--- src/rtl/int_dispatcher.sv ---
// Interrupt dispatcher: per-source pending counters, round-robin source selection
// and a per-CPU offer/ack/RETI handshake so that no source is ever serviced twice at once.
module int_dispatcher #(
  parameter int NUM_SRC   = 3,
  parameter int NUM_CPU   = 3,
  parameter int CNT_WIDTH = 5,
  localparam int SRC_W    = ($clog2(NUM_SRC) > 1) ? $clog2(NUM_SRC) : 1
) (
  input  logic                     clk,
  input  logic                     rst,
  input  logic [NUM_SRC-1:0]       int_req,
  input  logic [NUM_SRC-1:0]       int_enable,
  output logic [NUM_CPU-1:0]       cpu_flag,
  output logic [NUM_CPU*SRC_W-1:0] cpu_vector,
  input  logic [NUM_CPU-1:0]       cpu_ack,
  input  logic [NUM_CPU-1:0]       cpu_reti,
  output logic [NUM_SRC-1:0]       src_busy,
  output logic [NUM_SRC-1:0]       overflow
);

  typedef enum logic [1:0] {IDLE, OFFER, HANDLING} state_e;

  localparam logic [CNT_WIDTH-1:0] PEND_MAX = '1;

  logic [CNT_WIDTH-1:0] pend_q [NUM_SRC];
  logic [NUM_SRC-1:0]   overflow_q;
  logic [NUM_SRC-1:0]   busy;
  logic [NUM_SRC-1:0]   elig;
  logic [NUM_SRC-1:0]   dec;

  state_e               state_q [NUM_CPU];
  logic [SRC_W-1:0]     vec_q   [NUM_CPU];
  logic [NUM_CPU-1:0]   flag_q;
  logic [NUM_CPU-1:0]   grant;
  logic                 idle_seen;

  logic [SRC_W-1:0]     rr_q, rr_d;
  logic [SRC_W-1:0]     win_src, cand;
  logic                 win_valid;

  // A source is busy while any non-idle CPU holds it in its vector.
  always_comb begin
    busy = '0;
    dec  = '0;
    for (int c = 0; c < NUM_CPU; c++) begin
      if (state_q[c] != IDLE) busy[vec_q[c]] = 1'b1;
      if (state_q[c] == OFFER && cpu_ack[c]) dec[vec_q[c]] = 1'b1;
    end
  end

  generate
    for (genvar gi = 0; gi < NUM_SRC; gi++) begin : g_src
      always_ff @(posedge clk) begin
        if (rst) begin
          pend_q[gi]     <= '0;
          overflow_q[gi] <= 1'b0;
        end else begin
          case ({int_req[gi], dec[gi]})
            2'b10: begin
              if (pend_q[gi] == PEND_MAX) overflow_q[gi] <= 1'b1;
              else                        pend_q[gi] <= pend_q[gi] + 1'b1;
            end
            2'b01:   pend_q[gi] <= pend_q[gi] - 1'b1;
            default: pend_q[gi] <= pend_q[gi];
          endcase
        end
      end

      assign elig[gi] = (pend_q[gi] != '0) && int_enable[gi] && !busy[gi];
    end
  endgenerate

  always_comb begin
    win_src   = '0;
    win_valid = 1'b0;
    cand      = '0;
    for (int i = 0; i < NUM_SRC; i++) begin
      cand = SRC_W'((int'(rr_q) + i) % NUM_SRC);
      if (!win_valid && elig[cand]) begin
        win_src   = cand;
        win_valid = 1'b1;
      end
    end
  end

  // Only the lowest-index idle CPU can receive this cycle's single offer.
  always_comb begin
    grant     = '0;
    idle_seen = 1'b0;
    for (int c = 0; c < NUM_CPU; c++) begin
      if (!idle_seen && state_q[c] == IDLE) begin
        grant[c]  = win_valid;
        idle_seen = 1'b1;
      end
    end
  end

  always_comb begin
    rr_d = rr_q;
    if (|grant) rr_d = (win_src == SRC_W'(NUM_SRC - 1)) ? '0 : win_src + 1'b1;
  end

  always_ff @(posedge clk) begin
    if (rst) rr_q <= '0;
    else     rr_q <= rr_d;
  end

  generate
    for (genvar gi = 0; gi < NUM_CPU; gi++) begin : g_cpu
      always_ff @(posedge clk) begin
        if (rst) begin
          state_q[gi] <= IDLE;
          vec_q[gi]   <= '0;
          flag_q[gi]  <= 1'b0;
        end else begin
          case (state_q[gi])
            IDLE: begin
              if (grant[gi]) begin
                state_q[gi] <= OFFER;
                vec_q[gi]   <= win_src;
                flag_q[gi]  <= 1'b1;
              end
            end
            OFFER: begin
              // An ack in the same cycle as a disable takes precedence.
              if (cpu_ack[gi]) begin
                state_q[gi] <= HANDLING;
                flag_q[gi]  <= 1'b0;
              end else if (!int_enable[vec_q[gi]]) begin
                state_q[gi] <= IDLE;
                flag_q[gi]  <= 1'b0;
              end
            end
            HANDLING: begin
              if (cpu_reti[gi]) state_q[gi] <= IDLE;
            end
            default: begin
              state_q[gi] <= IDLE;
              flag_q[gi]  <= 1'b0;
            end
          endcase
        end
      end

      assign cpu_vector[gi*SRC_W +: SRC_W] = vec_q[gi];
    end
  endgenerate

  assign cpu_flag = flag_q;
  assign src_busy = busy;
  assign overflow = overflow_q;

endmodule

--- config.mk ---
export PLATFORM = sky130hd
export DESIGN_NAME = int_dispatcher
export DESIGN_NICKNAME = d
export VERILOG_FILES = /design/src/rtl/int_dispatcher.sv
export SDC_FILE = /design/constraint.sdc
export NUM_CORES = 1
export LEC_CHECK = 0
export CORE_ASPECT_RATIO = 1.1
export CORE_MARGIN = 3
export CORE_UTILIZATION = 25
export DETAILED_ROUTE_END_ITERATION = 16
export PLACE_DENSITY = 0.4
export SETUP_SLACK_MARGIN = 0.4
export SYNTH_ARGS = -nofsm -noshare
export SYNTH_HDL_FRONTEND = slang
export SYNTH_SLANG_ARGS = --single-unit
--- constraint.sdc ---
create_clock -name clk -period 6.3 [get_ports clk]
set_clock_uncertainty 0.15 [all_clocks]
set_input_delay 0.63 -clock clk [delete_from_list [all_inputs] [get_ports clk]]
set_output_delay 0.63 -clock clk [all_outputs]
set_load 0.05 [all_outputs]
# Yosys cells after proc, flatten, opt, wreduce, memory -nomap -nowiden
# Memories as Yosys holds them, arrays and structs flattened.
# Index checks and enable logic that the tools add are counted.
# Widths: inputs -> output; s select.
# word_totals
reg_bits	8
ram_bits	27
wordCells	299
mem_count	3
# op_classes
n_addsub	9
n_div	3
n_lt_le_gt_ge	9
eq_ne	22
muxes	167
bitwise	34
reduce_logical	45
# memory_table
name	words	word_bits	read_ports	rd_ports_with_merged_regs	wr	line	source
pend_q	3	5	3	0	3	25	logic [CNT_WIDTH-1:0] pend_q [NUM_SRC];
state_q	3	2	3	0	3	31	state_e state_q [NUM_CPU];
vec_q	3	2	3	0	3	32	logic [SRC_W-1:0] vec_q [NUM_CPU];
# op_table
operator	n
$mux 1	118
$mod 32x3->32 const B	2
$mux 5	9
$mux 2	22
$mod 3x3->32 const B	1
$or 1x1->1	27
$lt 2x3->1 const B	6
$mux 3	6
$logic_and 1x1->1	16
$add 5x1->5 const B	3
$eq 5x5->1 const B	3
$reduce_bool 5->1	3
$sub 5x1->5 const B	3
$eq 2x2->1 const B	7
$bmux 1 s2	6
$eq 2x1->1 const B	6
$or 3x3->3	4
$reduce_or 3->1	4
$ne 3x3->1 const B	3
$pmux 1 s3	3
$reduce_and 3->1	3
$logic_not 1->1	7
$demux 1 s2	3
$ge 2x1->1 const B	3
other kinds (9)	21

# Longest topological paths before layout
# depth
word_depth	30
mapped_depth	12

# Worst setup path before layout
# No wires, ideal clock.
# synth_path
kind	flip-flop to flip-flop
from	mem vec_q[0][1] (netlist name)
to	mem pend_q[2][4] (data pin)
setup_time_ns	0.256
arrival_time_ns	2.487
t_required_ns	5.894
slack_ns	3.407
path_stages_with_launch	13
n_path_buf	0
synth_period_minus_slack_ns	2.893
cell_sequence	edfxtp_1 > nor2b_1 > nor2b_1 > nor3_1 > inv_1 > ha_1 > nand2b_1 > inv_1 > ha_1 > a21o_1 > a21oi_1 > xnor2_1 > nor2_1
# synth_lines
item	line
start: declaration	32
end: declaration	25

==> results.sh <==
export IMPL_outcome="finished clean"
export IMPL_grt_max_degree=31
export IMPL_synth_most_common_cell="nor2_1"
export IMPL_p_comb_frac=0.524
export IMPL_io_buffers=28
export IMPL_ir_drop_v=0.0002527
export IMPL_core_area_um2=9583
export IMPL_hold_path_class="register to register"
export IMPL_n_antenna_cell=0
export IMPL_hold_end="overflow[0]"
export IMPL_r2r_start="state_q[2][0]"
export IMPL_final_nets=351
export IMPL_cts_htree_levels=2
export IMPL_synth_top_cells_by_count="nor2_1, edfxtp_1, inv_1, o21ai_0, nand2_1"
export IMPL_async_reset_ff_frac=0
export IMPL_r2r_end="state_q[2][1]"
export IMPL_yosys_top_cells_area="edfxtp_1, ha_1, dfxtp_1, nor2_1, o21ai_0"
export IMPL_gp_congestion=0.7534
export IMPL_syn_area_um2=2529
export IMPL_finalCritPeriodShare=0.5044
export IMPL_syn_num_nets=320
export IMPL_post_place_ws_ns=2.894
export IMPL_ctsHoldBuffers=0
export IMPL_grt_pass1_wl_um=10740
export IMPL_vias=2134
export IMPL_hold_viol_final=0
export IMPL_clockRootBuffer="clkbuf_8"
export IMPL_ant_nets=0
export IMPL_netlist_instances=286
export IMPL_die_area_um2=11360
export IMPL_clock_latency_ns=0.29
export IMPL_ys_seq_area_frac=0.3840
export IMPL_synth_seq_cells=35
export IMPL_min_from="overflow[0]"
export IMPL_holdWs_ns=0.3318
export IMPL_row_count=37
export IMPL_max_freq_mhz=314.7
export IMPL_hold_depth=2
export IMPL_cts_buffer_depth=2
export IMPL_p_leak_nw=1.225
export IMPL_syn_area_per_cell_um2=8.842
export IMPL_ff2ff_path_depth=7
export IMPL_synth_flop_cell="edfxtp_1"
export IMPL_die_x_um=101.9
export IMPL_p_switching_mw=0.6121
export IMPL_cts_resized=0
export IMPL_power_internal_mw=0.6816
export IMPL_ys_types=50
export IMPL_worst_slack_ns=3.123
export IMPL_power_density_nw_per_um2=427.3
export IMPL_drc_errors=0
export IMPL_cts_sinks=35
export IMPL_layout_drive_gt1_share=0.05031
export IMPL_setup_tns_ns=0
export IMPL_power_frac_clock=0.135
export IMPL_dr_pass1_iters=4
export IMPL_grt_pass1_vias=2172
export IMPL_cp_data_arrival_time_ns=2.40
export IMPL_die_h_um=111.5
export IMPL_yosysTopAreaCell="edfxtp_1"
export IMPL_tritoncts="yes"
export IMPL_crit_type="register to primary output"
export IMPL_cp_end_kind="primary output"
export IMPL_wl_per_cell_um=14.97
export IMPL_grt_ovfl_total=0
export IMPL_clk_pin_slew_ns=0.07
export IMPL_drv_slew=0
export IMPL_area_delta_synth_final_pct=19.74
export IMPL_drtIter0Drc=78
export IMPL_synth_edf_count=27
export IMPL_io_pins=29
export IMPL_sw_frac_of_total=0.4731
export IMPL_tightestPinTransition_ns=0.7682
export IMPL_worstPathRequired_ns=5.52
export IMPL_dp_hpwl_um=4909
export IMPL_startpoint_type="register"
export IMPL_r2r_setup_slack_ns=3.32
export IMPL_pwr_share_seq=0.340
export IMPL_grt_setup_unrepaired="false"
export IMPL_cts_buffers=5
export IMPL_final_setup_viol_count=0
export IMPL_cap_violations=0
export IMPL_synth_top_cell_area_share=0.3206
export IMPL_crit_fanout=7
export IMPL_initial_utilization=0.2639
export IMPL_routed_wl_um=6514
export IMPL_period_needed_ns=3.177
export IMPL_drt_vias_per_instance=4.906
export IMPL_num_fill_cells=996
export IMPL_relSlewSlack=0.4839
export IMPL_post_cts_buffers=0
export IMPL_yosys_warnings=0
export IMPL_grtUsageTotal=0.1187
export IMPL_grt_antenna_before_repair=0
per-layer routing:
layer	vias to the layer above	part of all wire	GRT usage	wire length (um)
met4	0	0.011	0.02887	73
met3	6	0.036	0.02444	235
met5	-	0	0	0
met2	33	0.46	0.1937	3028
li1	1094	-	-	-
met1	1001	0.49	0.1602	3177
sequential cells by signal (all words and copies together) (netlist names):
register / flops
pend_q: 15
state_q: 6
vec_q: 6
cpu_flag: 3
overflow: 3
rr_q: 2
area by class of cell:
class                   instances  area, um^2  area share
flip-flops and latches         35       970.9      0.3207
well taps                     117       146.4     0.04835
repair buffers                 29       287.8     0.09504
multi-input cells             220        1434      0.4736
clock buffers                   7       86.33     0.02851
clock inverters                 1       5.005    0.001653
inverters                      26       97.59     0.03223
cell usage in the layout (no fill, tap or decap), types with 2 or more instances in the layout:
cell and count:
a211oi_1 4, or3_1 3, clkbuf_8 6, xor2_1 3
o21ai_0 22, nor2_1 32, mux2i_1 4, o21bai_1 6
nand2_1 20, or2_2 2, nand3b_1 6, a21o_1 4
o21a_1 2, edfxtp_1 27, nor4_1 3, xnor2_1 3
a21oi_1 16, dfxtp_1 8, nor3_1 19, o21ba_2 2
inv_1 26, nand4b_1 3, o2111ai_1 2, nor2b_1 9
nand3_1 3, clkdlybuf4s50_1 28, a22oi_1 2, ha_1 19
nand2b_1 7, and3_1 4
worst max-delay path by stage:
| stage | start | to | slack [ns] | cells after the start |
|---|---|---|---|---|
| detailed placement | cpu_ack[1] | pend_q[2][4] | 2.89 | 13 |
| global route | state_q[2][0] | src_busy[1] | 2.94 | 4 |
| finish | state_q[2][0] | src_busy[1] | 3.12 | 4 |
| CTS | state_q[2][0] | src_busy[1] | 3.11 | 4 |
| floorplan | vec_q[0][1] | pend_q[2][4] | 3.41 | 12 |
| global placement | cpu_ack[1] | pend_q[2][4] | 2.95 | 13 |
stage by stage:
| stage | utilization | instances | instance area (um^2) | power, mW |
|---|---|---|---|---|
| 6_report | 0.3160 | 435 | 3028 | 1.294 |
| 5_1_grt | 0.3160 | 435 | 3028 | 1.396 |
| 4_1_cts | 0.3160 | 435 | 3028 | 1.307 |
| 3_5_place_dp | 0.3064 | 427 | 2937 | 1.123 |
| 3_3_place_gp | 0.3064 | 427 | 2937 | 1.134 |
| 2_1_floorplan | - | 286 | 2529 | 0.9202 |
critical path, stage by stage (launching register included):
cell and delay, ns:
edfxtp_1 0.49, o21ba_1 0.22, a222oi_1 0.57, inv_1 0.11, clkdlybuf4s50_1 0.73
power by group through the flow:
stage,registers [mW],clock network (mW),logic (mW)
2_1_floorplan,0.483,0,0.437
3_3_place_gp,0.447,0,0.687
3_5_place_dp,0.445,0,0.679
4_1_cts,0.441,0.183,0.684
5_1_grt,0.454,0.193,0.750
6_report,0.440,0.175,0.678
cells by family (layout without fill, tap and decap cells):
logic type                 after synthesis  in the layout  synth area share
xor gates and xnor gates                 6              6           0.02079
muxes                                    4              4           0.01583
adders and majority gates               20             20            0.1019
and+or+nand+nor                        120            120            0.2514
DFF                                     35             35            0.3840
buffers and inverters                   31             63           0.04898
AOI/OAI and AO/OA                       70             70            0.1771
Power figures use the tool's default switching activity.
